$ cat config.mk
export PLATFORM = sky130hd
export DESIGN_NAME = tiny_core
export DESIGN_NICKNAME = d
export VERILOG_FILES = /design/src/rtl/tiny_pkg.sv /design/src/rtl/tiny_core.sv
export SDC_FILE = /design/constraint.sdc
export NUM_CORES = 1
export LEC_CHECK = 0
export CAP_MARGIN = 20
export CORE_ASPECT_RATIO = 0.5
export CORE_MARGIN = 8
export CORE_UTILIZATION = 55
export CTS_CLUSTER_DIAMETER = 100
export DETAILED_ROUTE_END_ITERATION = 7
export PLACE_DENSITY = 0.74
export SYNTH_ARGS = -nofsm -noshare
export SYNTH_HDL_FRONTEND = slang
export SYNTH_SLANG_ARGS = --single-unit
$ cat constraint.sdc
create_clock -name clk -period 5.7 [get_ports clk]
set_input_delay 1.425 -clock clk [delete_from_list [all_inputs] [get_ports clk]]
set_output_delay 1.425 -clock clk [all_outputs]
set_load 0.02 [all_outputs]
$ cat src/rtl/tiny_pkg.sv
// Shared types for the tiny_core CPU: opcode set, FSM states, register index.
// Latency: none, declarations only.
// Backpressure: none, declarations only.
package tiny_pkg;

    // Upper nibble of every instruction byte
    typedef enum logic [3:0] {
        OP_NOP = 4'h0,
        OP_LDI = 4'h1,
        OP_MOV = 4'h2,
        OP_ADD = 4'h3,
        OP_SUB = 4'h4,
        OP_AND = 4'h5,
        OP_OR  = 4'h6,
        OP_XOR = 4'h7,
        OP_NOT = 4'h8,
        OP_LD  = 4'h9,
        OP_ST  = 4'hA,
        OP_OUT = 4'hB,
        OP_IN  = 4'hC,
        OP_JMP = 4'hD,
        OP_JZ  = 4'hE,
        OP_HLT = 4'hF
    } opcode_e;

    typedef enum logic [2:0] {
        S_FETCH,
        S_EXEC,
        S_IMM,
        S_IMMX,
        S_LOAD,
        S_LOADW,
        S_STORE,
        S_HALT
    } state_e;

    typedef logic [1:0] reg_idx_t;

    localparam logic [7:0] PC_RESET = 8'h00;

endpackage

$ cat src/rtl/tiny_core.sv
// 8-bit multi-cycle CPU: four registers, shared bus to code/data memories, output latch.
// Latency: 2 cycles for register/IO/NOP, 3 for ST, 4 for LD/LDI/JMP/JZ.
// Backpressure: none; memories are assumed to answer in exactly one cycle.
module tiny_core (
    input  logic       clk,
    input  logic       nreset,
    output logic       read,
    output logic       write,
    output logic [7:0] wdata,
    input  logic [7:0] rdata,
    output logic [7:0] addr,
    output logic       ramsel,
    output logic [7:0] out,
    input  logic [7:0] in
);

    import tiny_pkg::*;

    state_e     state_q, state_d;
    logic [7:0] pc_q, pc_d;
    logic [7:0] ir_q, ir_d;
    logic [7:0] out_q, out_d;
    logic [7:0] regs_q [4];
    logic [7:0] regs_d [4];

    // EXEC decodes the byte arriving on rdata; later states use the latched ir
    opcode_e    ex_op, ir_op;
    reg_idx_t   ex_rd, ex_rs, ir_rd, ir_rs;
    logic [7:0] pc_inc;

    assign ex_op  = opcode_e'(rdata[7:4]);
    assign ex_rd  = rdata[3:2];
    assign ex_rs  = rdata[1:0];
    assign ir_op  = opcode_e'(ir_q[7:4]);
    assign ir_rd  = ir_q[3:2];
    assign ir_rs  = ir_q[1:0];
    assign pc_inc = pc_q + 8'd1;
    assign out    = out_q;

    // Next-state, program counter, register file and ALU
    always_comb begin
        state_d = state_q;
        pc_d    = pc_q;
        ir_d    = ir_q;
        out_d   = out_q;
        regs_d  = regs_q;
        case (state_q)
            S_FETCH: state_d = S_EXEC;
            S_EXEC: begin
                ir_d    = rdata;
                pc_d    = pc_inc;
                state_d = S_FETCH;
                case (ex_op)
                    OP_NOP: ;
                    OP_LDI, OP_JMP, OP_JZ: state_d = S_IMM;
                    OP_MOV: regs_d[ex_rd] = regs_q[ex_rs];
                    OP_ADD: regs_d[ex_rd] = regs_q[ex_rd] + regs_q[ex_rs];
                    OP_SUB: regs_d[ex_rd] = regs_q[ex_rd] - regs_q[ex_rs];
                    OP_AND: regs_d[ex_rd] = regs_q[ex_rd] & regs_q[ex_rs];
                    OP_OR:  regs_d[ex_rd] = regs_q[ex_rd] | regs_q[ex_rs];
                    OP_XOR: regs_d[ex_rd] = regs_q[ex_rd] ^ regs_q[ex_rs];
                    OP_NOT: regs_d[ex_rd] = ~regs_q[ex_rd];
                    OP_LD:  state_d = S_LOAD;
                    OP_ST:  state_d = S_STORE;
                    OP_OUT: out_d = regs_q[ex_rd];
                    OP_IN:  regs_d[ex_rd] = in;
                    OP_HLT: state_d = S_HALT;
                endcase
            end
            S_IMM: state_d = S_IMMX;
            S_IMMX: begin
                // A taken jump overrides the post-immediate increment
                pc_d    = pc_inc;
                state_d = S_FETCH;
                case (ir_op)
                    OP_LDI:  regs_d[ir_rd] = rdata;
                    OP_JMP:  pc_d = rdata;
                    OP_JZ: begin
                        if (regs_q[ir_rd] == 8'h00) begin
                            pc_d = rdata;
                        end
                    end
                    default: ;
                endcase
            end
            S_LOAD:  state_d = S_LOADW;
            S_LOADW: begin
                regs_d[ir_rd] = rdata;
                state_d       = S_FETCH;
            end
            S_STORE: state_d = S_FETCH;
            S_HALT:  state_d = S_HALT;
        endcase
    end

    // Bus drive decoded from the current state; reset forces an idle bus so an
    // interrupted STORE never writes
    always_comb begin
        read   = 1'b0;
        write  = 1'b0;
        addr   = pc_q;
        ramsel = 1'b0;
        wdata  = 8'h00;
        if (nreset) begin
            addr = 8'h00;
        end else begin
            case (state_q)
                S_FETCH, S_IMM: read = 1'b1;
                S_LOAD: begin
                    addr   = regs_q[ir_rs];
                    ramsel = 1'b1;
                    read   = 1'b1;
                end
                S_LOADW: ramsel = 1'b1;
                S_STORE: begin
                    addr   = regs_q[ir_rs];
                    wdata  = regs_q[ir_rd];
                    ramsel = 1'b1;
                    write  = 1'b1;
                end
                default: ;
            endcase
        end
    end

    // Architectural state with synchronous active-high reset
    always_ff @(posedge clk) begin
        if (nreset) begin
            state_q <= S_FETCH;
            pc_q    <= PC_RESET;
            ir_q    <= 8'h00;
            out_q   <= 8'h00;
            for (int i = 0; i < 4; i++) begin
                regs_q[i] <= 8'h00;
            end
        end else begin
            state_q <= state_d;
            pc_q    <= pc_d;
            ir_q    <= ir_d;
            out_q   <= out_d;
            regs_q  <= regs_d;
        end
    end

endmodule

; Word level (Yosys, flattened, before mapping)
; Cells that the tools add are included.
; W data, S select, Z words.
[totals]
register_bits = 59
latchBits = 0
ram_bits = 0
mem_bits_ro = 0
out_inout_bits = 27
memories = 0
[classes]
addsub = 3
multipliers = 0
div_mod_pow = 0
magnitude_cmp = 6
n_eq_ne = 27
shifts = 0
n_mux = 43
bitwise = 8
reduce_logical = 13
[op_table]
columns = cell, count
row1 = $bwmux W32, 9
row2 = $pmux W32 S8, 1
row3 = $mux W8, 15
row4 = $pmux W32 S3, 1
row5 = $bmux W8 S2, 4
row6 = $eq A4 B4 Y1 const B, 10
row7 = $demux W8 S2, 2
row8 = $mux W32, 1
row9 = $pmux W8 S2, 2
row10 = $pmux W3 S6, 1
row11 = $eq A4 B3 Y1 const B, 4
row12 = $eq A3 B3 Y1 const B, 4
row13 = $ge A3 B3 Y1 const B, 4
row14 = $not A2 Y3, 4
row15 = $pmux W3 S4, 1
row16 = $reduce_or A3 Y1, 4
row17 = $ne A9 B9 Y1 const B, 1
row18 = $add A8 B1 Y8 const B, 1
row19 = $add A8 B8 Y8, 1
row20 = $and A8 B8 Y8, 1
row21 = $eq A4 B1 Y1 const B, 2
row22 = $eq A4 B2 Y1 const B, 2
row23 = $logic_not A8 Y1, 1
row24 = $not A8 Y8, 1
row25 = other kinds (15), 23

; Logic depth before layout (Yosys ltp)
; Gate-level depths: netlist (run 1).
[depth]
ltp_word = 8
ltp_mapped = 14
depth_no_buf = 11

; Least setup slack after synthesis (run 1)
; No wires, ideal clock.
[synth_timing]
kind = input to register
startpoint = input port rdata[0]
endpoint = register regs_q[22] (netlist bit)
setup_time_ps = 134
arrival_time_ps = 4345
required_time_ps = 5566
slack_ps = 1221
path_stages = 12
path_buffers = 2
cell_sequence = buf_2 -> buf_2 -> mux4_2 -> ha_1 -> fa_1 -> a211oi_1 -> nor2_1 -> mux2i_1 -> a211oi_1 -> o211ai_1 -> o31ai_1 -> a211oi_1
[synth_between]
elab_chain_len = 8
[synth_rtl]
columns = item, line
row1 = from (decl), tiny_core.sv:10  ; input logic [7:0] rdata,
row2 = $not A2 Y3 (implied by the code) (*), -
row3 = $bmux W8 S2 (*), -
row4 = $mux W8 (implied by the code) (*) (2 in a row), -
row5 = "$sub A8 B8 Y8, or another cell as far along", tiny_core.sv:58  ; OP_SUB: regs_d[ex_rd] = regs_q[ex_rd] - regs_q[ex_rs];
row6 = "$bwmux W32, on equally long branches", -
row7 = $pmux W32 S8 (*), tiny_core.sv:53  ; case (ex_op)
row8 = $pmux W32 S3 (*), tiny_core.sv:47  ; case (state_q)
row9 = to (signal assigned), tiny_core.sv:141  ; regs_q <= regs_d;
row10 = to (decl), tiny_core.sv:23  ; logic [7:0] regs_q [4];
; Every way passes the cells marked *; elsewhere a longest branch is shown, timed or not. The select of a mux whose other input is x is not followed.
; A chain may end at the register's enable or synchronous reset.

; Final worst setup path (run 1)
[layout_timing]
startpoint = input port rdata[2]
endpoint = register regs_q[31] (netlist bit)
[layout_between]
elab_chain_len = 8
[layout_rtl]
columns = item, line
row1 = $not A2 Y3 (*), -
row2 = "$bmux W8 S2, or another cell as far along", -
row3 = $mux W8 (implied by the code) or $logic_and A1 B1 Y1 (tied branches), -
row4 = "$mux W8, on equally long branches", -
row5 = "$sub A8 B8 Y8, or another cell as far along", tiny_core.sv:58
row6 = "$bwmux W32, or another cell as far along", tiny_core.sv:58
row7 = $pmux W32 S8 (*), tiny_core.sv:53
row8 = $pmux W32 S3 (*), tiny_core.sv:47
; Marks and branches as above.

==> results of run 1 <==
metal layers:
layer / share of wire (%) / global-route usage, % / vias to the layer above
met5: 0 / 0.3106 / -
met4: 2.6 / 8.851 / 0
met3: 16 / 12.90 / 90
met2: 40 / 45.88 / 631
met1: 41 / 45.92 / 3380
li1: - / - / 3226
registers in the layout, indices dropped and copies added, names as in the netlist:
name and cells:
pc_q 8, state_q 3, ir_q 8, out 8
regs_q 32
worst paths after layout:
path / to / cells past startpoint / startpoint
worst max-delay path: regs_q[31] / 12 / rdata[2]
worst min-delay path: pc_q[7] / 2 / pc_q[7]
worst max register to register: regs_q[9] / 7 / state_q[2]
worst min register to register: pc_q[7] / 2 / pc_q[7]
worst min-delay path, stage by stage (launching register included):
cell and delay (ns):
dfxtp_1 0.32, nand2_1 0.06, a21oi_1 0.06
cell usage after synthesis, types with 13 or more instances:
library cell,instances
nor3_1,18
a211oi_1,20
mux2i_1,19
o21ai_0,63
nand2_1,85
nor2_1,82
o22ai_1,15
buf_2,28
nand3_1,27
clkbuf_1,32
a21oi_1,85
dfxtp_1,59
and2_1,13
mux4_2,29
ha_1,24
a311oi_1,14
inv_1,26
power by group:
group          leakage (nW)  internal [W]  switching [W]
clock                 0.155      0.000395       0.000231
sequential            0.480      0.000436      0.0000525
combinational          1.78      0.000214       0.000345
total                  2.42       0.00105       0.000628
area by class of cell:
type	count	area [um2]
clock inverter	6	88.84
timing repair buffer	74	664.4
inverter	26	97.59
sequential	59	1181
multi-input combinational	689	4838
clock buffer	10	239.0
fill	1078	4350
tap	165	206.4
per-stage QoR:
stage	power (W)	setup slack (ns)	hold slack, ns	util (%)
2_1_floorplan	0.0008644	1.221	0.4503	-
4_1_cts	0.001642	0.8217	0.4772	62.61
6_report	0.001674	0.7340	0.4794	62.71
3_5_place_dp	0.001023	0.4761	0.4683	59.80
3_3_place_gp	0.001020	0.5798	0.4623	59.80
5_1_grt	0.001724	0.4796	0.5337	62.71
kinds of logic (layout without fill, tap and decap cells):
group | count (synthesis) | after routing
compound gates | 308 | 308
simple gates | 294 | 294
buf+inv | 105 | 116
flops | 59 | 59
mux | 53 | 53
fa+ha+maj | 27 | 27
xor+xnor | 7 | 7
placed cells by master (no fill, tap or decap), types with 20 or more instances in the layout:
cell type / count
a211oi_1: 20
a21oi_1: 85
buf_4: 29
clkdlybuf4s50_1: 43
dfxtp_1: 59
ha_1: 24
inv_1: 26
mux4_2: 29
nand2_1: 85
nand3_1: 27
nor2_1: 82
o21ai_0: 63
==> results by group, run 1 <==
Worst setup path
  – Slowest-stage cell, CP: mux4_2
  – Required @ worst endpoint: 5.91 ns
  – CP delay by family, top: buffers and inverters
  – Startpoint type of the worst setup path: input port
  – Buffers and inverters on the worst path: 4
  – Crit Path Max Fanout: 19
  – Setup slack, reg-to-reg: 2.11 ns
  – Critical path type: input port to register
  – CP Cell Sequence: clkdlybuf4s50_1 -> buf_4 -> mux4_2 -> inv_1 -> ha_1 -> inv_1 -> o311a_1 -> nor4b_1 -> or3_1 -> o211ai_1 -> a2111oi_0 -> o22ai_1
  – Crit-path max cell delay: 0.67 ns
  – Top cell by count, worst path: inv_1
  – Worst setup EP type: register
  – Crit path DAT: 5.17 ns

Place
  – PortBufs: 44
  – Post-DP Area: 6977 um2
  – GP Congestion: 1.026
  – Post-DP HPWL: 18640 um
  – Placed Cells: 1012

Timing
  – Number of setup violations in the final report: 0
  – Slew at the pin with the worst max-slew slack: 0.9459 ns
  – Clock skew: 0.007551 ns
  – Max-slew headroom: 36.93%
  – TNS Setup: 0 ns
  – Max-slew violations: 0
  – Tcrit/Tclk final: 87.12%
  – Highest clock rate: 201.4 MHz
  – RSZ-0062 raised after global routing: false
  – Final Hold Viols: 0
  – Final min period: 4.966 ns

Global route
  – First-pass GRT wire length: 39920 um
  – Vias in the first global route: 6598
  – Gr ovfl total: 0
  – Antenna violations before repair: 0
  – Total track usage: 32.88%
  – Largest net degree at the start of global routing: 44

Flow run
  – # Max-Cap Violations: 0

Synth
  – Ys async rst share: 0%
  – Top cell type's share of synthesized area: 18.18%
  – Largest family of logic cells by synthesized area: compound AO/OA/AOI/OAI gates
  – Synth area leader: dfxtp_1
  – Ys Warns: 0
  – Adder-Cell Fraction of Synth Area: 5.392%
  – Mapped Cells: 853
  – Sequential fraction of the synthesis area: 18.18%
  – Netlist cell types: 82
  – Xor/xnor share of the synthesized area: 0.9436%
  – Synth Net Count: 897
  – Simple-gate portion of the synthesized area: 22.32%
  – Number of flops mapped to enable cells by yosys: 0
  – Dominant synthesized flop cell: dfxtp_1
  – FF+latch count, synth: 59
  – Area contributors post-synth: dfxtp_1 18%, mux4_2 10%, a21oi_1 6.5%, nand2_1 4.9%, o21ai_0 4.9%
  – Post-synthesis compound-gate area fraction: 31.27%
  – Mux cell area share after synthesis: 14.54%
  – Mapped Area: 6497 um2
  – Mapped Avg Cell Area: 7.617 um2

Worst hold path
  – Hold Path Class: register to register

Power and ir drop
  – Peak supply drop: 137.0 uV
  – Power Density: 228.8 nW/um2
  – Leakage Power: 2.417 nW

Final layout
  – Layout cell share with drive strength beyond 1: 11.23%
  – P&R area growth vs syn: 12.59%
  – Antenna diodes: 0
  – Total Nets Final: 903
  – Finished Layout Cells: 1029
  – Post-layout instance area: 7316 um2

Clocking
  – Num CTS Buffers: 9
  – Worst-path clk slew: 0.06 ns
  – Clock sinks: 59
  – Root Driver: clkbuf_16
  – Worst-case clock buffer depth: 2
  – Post_cts resized: 0
  – TritonCTS clock tree: yes
  – Maximum level of the CTS H-tree: 3
  – CTS Hold Buffers Added: 0
  – Setup bufs post-CTS: 0
  – Worst-skew pair later-pin latency: 0.34 ns

Route
  – DR WL/cell: 25.69 um
  – DRT Pass-1 Iters: 8
  – Vias: 7327
  – Vias/cell: 7.121
  – DR iter-0 viols: 1302
  – ANT nets after route: 0
  – Drt total wl: 26430 um
  – DRC: 0

Die
  – Area of the core: 11670 um2
  – Std cell rows: 28
  – Ports: 45
  – DIE AREA: 15760 um2
  – Die Ht: 92.86 um
  – Die W: 169.7 um
  – Starting Density: 55.69%

Status
  – Status: finished clean
Power figures use the tool's default switching activity.
==> inputs of run 2 (changes only) <==
- CTS_BUF_LIST: not set -> sky130_fd_sc_hd__clkbuf_16
==> results by group, run 2 (synthesis gave the netlist of run 1 again) <==
Status
  – Status: finished clean

Global route
  – First-pass GRT wire length: 39940 um
  – Antenna violations before repair: 0
  – Total track usage: 32.89%
  – Gr ovfl total: 0
  – Largest net degree at the start of global routing: 44
  – Vias in the first global route: 6600

Die
  – Die W: 169.7 um
  – Starting Density: 55.69%
  – Area of the core: 11670 um2
  – DIE AREA: 15760 um2
  – Ports: 45
  – Std cell rows: 28
  – Die Ht: 92.86 um

Worst hold path
  – Hold Path Class: register to register
  – Hold Path Depth: 2

Route
  – DR iter-0 viols: 1254
  – DR WL/cell: 25.67 um
  – DRT Pass-1 Iters: 8
  – Drt total wl: 26420 um
  – Vias/cell: 7.188
  – Vias: 7396
  – ANT nets after route: 0
  – DRC: 0

Timing
  – RSZ-0062 raised after global routing: false
  – Final Hold Viols: 0
  – Highest clock rate: 202.0 MHz
  – Tcrit/Tclk final: 86.83%
  – Final min period: 4.950 ns
  – Max-slew violations: 0
  – Slew at the pin with the worst max-slew slack: 0.9545 ns
  – Max-slew headroom: 36.36%
  – TNS Setup: 0 ns
  – Number of setup violations in the final report: 0
  – Clock skew: 0.008886 ns

Power and ir drop
  – Psw: 0.0006312 W
  – Peak supply drop: 136.1 uV
  – Switch share: 37.95%
  – Leakage Power: 2.411 nW
  – Power Density: 227.7 nW/um2
  – Part of the power in registers: 29.4%
  – Internal power: 0.001032 W
  – Gate power share: 33.7%
  – Clk pwr share: 37.0%

Place
  – GP Congestion: 1.026
  – Post-DP HPWL: 18640 um
  – PortBufs: 44
  – Placed Cells: 1012

Final layout
  – Largest register FFs: 32
  – Layout cell share with drive strength beyond 1: 11.11%
  – Total Nets Final: 903
  – P&R area growth vs syn: 12.44%
  – Antenna diodes: 0
  – Most frequent cells in the layout: 85 x nand2_1, 85 x a21oi_1, 82 x nor2_1
  – Finished Layout Cells: 1029
  – Largest Register: regs_q

Worst setup path
  – Crit-path max cell delay: 0.65 ns
  – Buffers and inverters on the worst path: 3
  – CP delay by family, top: buffers and inverters
  – Reg2reg path depth: 7
  – Critical path depth: 12
  – Critical path type: input port to register
  – Crit path DAT: 5.16 ns
  – Slowest-stage cell, CP: mux4_2
  – Crit Path Max Fanout: 19
  – CP Cell Sequence: clkdlybuf4s50_1 -> buf_4 -> mux4_2 -> inv_1 -> ha_1 -> nand2b_1 -> o311a_1 -> nor4b_1 -> or3_1 -> o211ai_1 -> a2111oi_0 -> o22ai_1
  – Startpoint type of the worst setup path: input port
  – Required @ worst endpoint: 5.91 ns
  – Worst setup EP type: register

Flow run
  – # Max-Cap Violations: 0

Clocking
  – Clock sinks: 59
  – Worst-path clk slew: 0.06 ns
  – CTS Hold Buffers Added: 0
  – Maximum level of the CTS H-tree: 3
  – Root Driver: clkbuf_16
  – TritonCTS clock tree: yes
  – Worst-case clock buffer depth: 2
  – Post_cts resized: 0
  – Worst-skew pair later-pin latency: 0.34 ns
  – Num CTS Buffers: 9
  – Setup bufs post-CTS: 0
run 2: stage by stage:
stage / hold slack [ns] / setup WS (ns) / instance area, um2 / total power [W] / util, %
after CTS: 0.4769 / 0.8218 / 7295 / 0.001628 / 62.53
after detailed placement: 0.4683 / 0.4761 / 6977 / 0.001023 / 59.80
after global routing: 0.5334 / 0.4796 / 7306 / 0.001711 / 62.62
after floorplan: 0.4503 / 1.221 / 6497 / 0.0008644 / -
final: 0.4815 / 0.7504 / 7306 / 0.001663 / 62.62
after global placement: 0.4623 / 0.5798 / 6977 / 0.001020 / 59.80
run 2: worst paths after layout:
| path | startpoint | to | slack, ns |
|---|---|---|---|
| setup / recovery | rdata[2] | regs_q[31] | 0.75 |
| hold reg to reg | pc_q[7] | pc_q[7] | 0.48 |
| setup reg to reg | state_q[2] | regs_q[9] | 2.13 |
| hold / removal | pc_q[7] | pc_q[7] | 0.48 |
run 2: layout make-up:
| type | instances | area, um2 |
|---|---|---|
| Multi-Input combinational cell | 689 | 4838 |
| Fill cell | 1078 | 4360 |
| Sequential cell | 59 | 1181 |
| Timing Repair Buffer | 74 | 664.4 |
| Clock buffer | 9 | 225.2 |
| Tap cell | 165 | 206.4 |
| Inverter | 26 | 97.59 |
| Clock inverter | 7 | 92.59 |
run 2: power groups by stage:
| stage | clock network [W] | registers, W | logic (W) |
|---|---|---|---|
| finish | 0.000615 | 0.000488 | 0.000560 |
| global route | 0.000630 | 0.000491 | 0.000590 |
| CTS | 0.000610 | 0.000484 | 0.000534 |
| detailed placement | 0 | 0.000493 | 0.000530 |
| global placement | 0 | 0.000492 | 0.000528 |
| floorplan | 0 | 0.000465 | 0.000400 |
run 2: routing by layer:
metal  vias up  GRT usage [%]  wire length [um]
met5         -         0.3106                 0
met4         0          8.851               721
met3        89          12.90              4341
met2       639          45.98             10450
met1      3446          45.86             10900
li1       3222              -                 -
run 2: worst reg2reg max path: cells and delay by family, from the launching register on:
family | cells | cell delay, ns
simple gates | 3 | 1.44
xor+xnor | 1 | 0.23
compound gates | 2 | 0.90
flops | 1 | 0.65
buf+inv | 1 | 0.26
==> inputs of run 3 (changes only) <==
- CTS_CLUSTER_DIAMETER: 100 -> 150
- PLACE_DENSITY: 0.74 -> 0.84
==> results by group, run 3 (synthesis gave the netlist of run 1 again) <==
Status
  – Status: finished clean

Timing
  – Number of setup violations in the final report: 0
  – Max-slew violations: 0
  – Worst Hold Slack: 0.4940 ns
  – Final Hold Viols: 0
  – Final min period: 5.170 ns
  – Slew at the pin with the worst max-slew slack: 0.9419 ns
  – TNS Setup: 0 ns
  – Highest clock rate: 193.4 MHz
  – Clock skew: 0.007730 ns
  – RSZ-0062 raised after global routing: false
  – Tcrit/Tclk final: 90.70%
  – Max-slew headroom: 36.93%

Worst setup path
  – Required @ worst endpoint: 5.89 ns
  – Worst r2r src: regs_q[24]
  – Crit path DAT: 5.36 ns
  – Startpoint type of the worst setup path: input port
  – Worst setup EP type: register
  – Reg2reg path depth: 10
  – Critical R2R Capture: regs_q[6]
  – Crit-path max cell delay: 0.65 ns
  – Slowest-stage cell, CP: mux4_2
  – Critical path type: input port to register
  – Crit Path Max Fanout: 19
  – Setup slack, reg-to-reg: 2.05 ns
  – CP Cell Sequence: clkdlybuf4s50_1 -> buf_4 -> mux4_2 -> inv_1 -> ha_1 -> nand2b_1 -> o311a_1 -> nor4b_1 -> or3_1 -> o211ai_1 -> a2111oi_0 -> o22ai_1

Place
  – PortBufs: 44
  – Post-DP HPWL: 20580 um
  – GP Congestion: 1.034

Worst hold path
  – Hold Path Sink: pc_q[6]
  – Hold Path Class: register to register
  – Hold Path Depth: 2
  – HP Start: pc_q[6]

Clocking
  – TritonCTS clock tree: yes
  – Setup bufs post-CTS: 0
  – CTS Hold Buffers Added: 0
  – Clock sinks: 59
  – Worst-skew pair later-pin latency: 0.34 ns
  – Root Driver: clkbuf_16
  – Worst-path clk slew: 0.06 ns
  – Worst-case clock buffer depth: 2
  – Num CTS Buffers: 9
  – Post_cts resized: 0
  – Maximum level of the CTS H-tree: 3

Route
  – Vias: 7610
  – DR WL/cell: 27.77 um
  – DRT Pass-1 Iters: 7
  – Vias/cell: 7.360
  – ANT nets after route: 0
  – Drt total wl: 28710 um
  – DR iter-0 viols: 1061
  – DRC: 0

Final layout
  – P&R area growth vs syn: 13.29%
  – Most frequent cells in the layout: 85 x nand2_1, 85 x a21oi_1, 82 x nor2_1
  – Largest register FFs: 32
  – Layout cell share with drive strength beyond 1: 11.51%
  – Largest Register: regs_q
  – Total Nets Final: 909
  – Fillers: 1009
  – Antenna diodes: 0

Die
  – DIE AREA: 15760 um2
  – Die Ht: 92.86 um
  – Area of the core: 11670 um2
  – Die W: 169.7 um
  – Starting Density: 55.69%
  – Ports: 45
  – Std cell rows: 28

Power and ir drop
  – Power Density: 226.8 nW/um2
  – Peak supply drop: 119.2 uV
  – Leakage Power: 2.448 nW
  – Total power: 0.001669 W

Global route
  – Antenna violations before repair: 0
  – Total track usage: 35.43%
  – Largest net degree at the start of global routing: 52
  – Vias in the first global route: 6858
  – First-pass GRT wire length: 42640 um
  – Gr ovfl total: 0

Flow run
  – # Max-Cap Violations: 0
run 3: changes by cell type in the layout (fill, tap and decap cells not counted), sizes merged:
cell	delta
clkinv	+1
buf	+6
clkinvlp	-2
run 3: critical path: cells and delay by family:
family / cells / cell delay (ns)
AOI/OAI and AO/OA: 4 / 1.23
muxes: 1 / 0.65
buffers and inverters: 3 / 1.02
adders and majority gates: 1 / 0.38
and+or+nand+nor: 3 / 0.63
run 3: how the worst max path moves through the flow:
stage / slack [ns] / start / end / depth (start not counted)
after floorplan: 1.22 / rdata[0] / regs_q[22] / 12
after global placement: 0.35 / rdata[2] / regs_q[31] / 12
after detailed placement: 0.31 / rdata[2] / regs_q[31] / 12
after CTS: 0.65 / rdata[2] / regs_q[31] / 12
after global routing: 0.37 / rdata[2] / regs_q[31] / 12
final: 0.53 / rdata[2] / regs_q[31] / 12
run 3: where the power goes:
part,switching [W],internal [W]
logic,0.000358,0.000219
clock network,0.000224,0.000378
registers,0.0000536,0.000436
total,0.000636,0.00103
run 3: metal layers:
metal | global-route usage, % | vias to the layer above | part of all wire, %
li1 | - | 3233 | -
met1 | 49.25 | 3622 | 41
met2 | 49.97 | 687 | 40
met3 | 13.24 | 68 | 17
met4 | 10.24 | 0 | 2.3
met5 | 0 | - | 0
run 3: cell type report:
class / count / area, um2 / area share [%]
Clock inverter: 6 / 81.33 / 1.105
Tap cell: 165 / 206.4 / 2.805
Sequential cell: 59 / 1181 / 16.05
Inverter: 26 / 97.59 / 1.326
Clock buffer: 9 / 225.2 / 3.060
Timing Repair Buffer: 80 / 730.7 / 9.927
Multi-Input combinational cell: 689 / 4838 / 65.73
run 3: metrics by stage:
step           instance area [um2]  setup slack, ns  cells  utilization [%]
6_report                      7361           0.5302   1034            63.10
5_1_grt                       7361           0.3666   1034            63.10
4_1_cts                       7361           0.6518   1034            63.10
3_5_place_dp                  7054           0.3087   1019            60.47
3_3_place_gp                  7054           0.3542   1019            60.47
2_1_floorplan                 6497            1.221    853                -
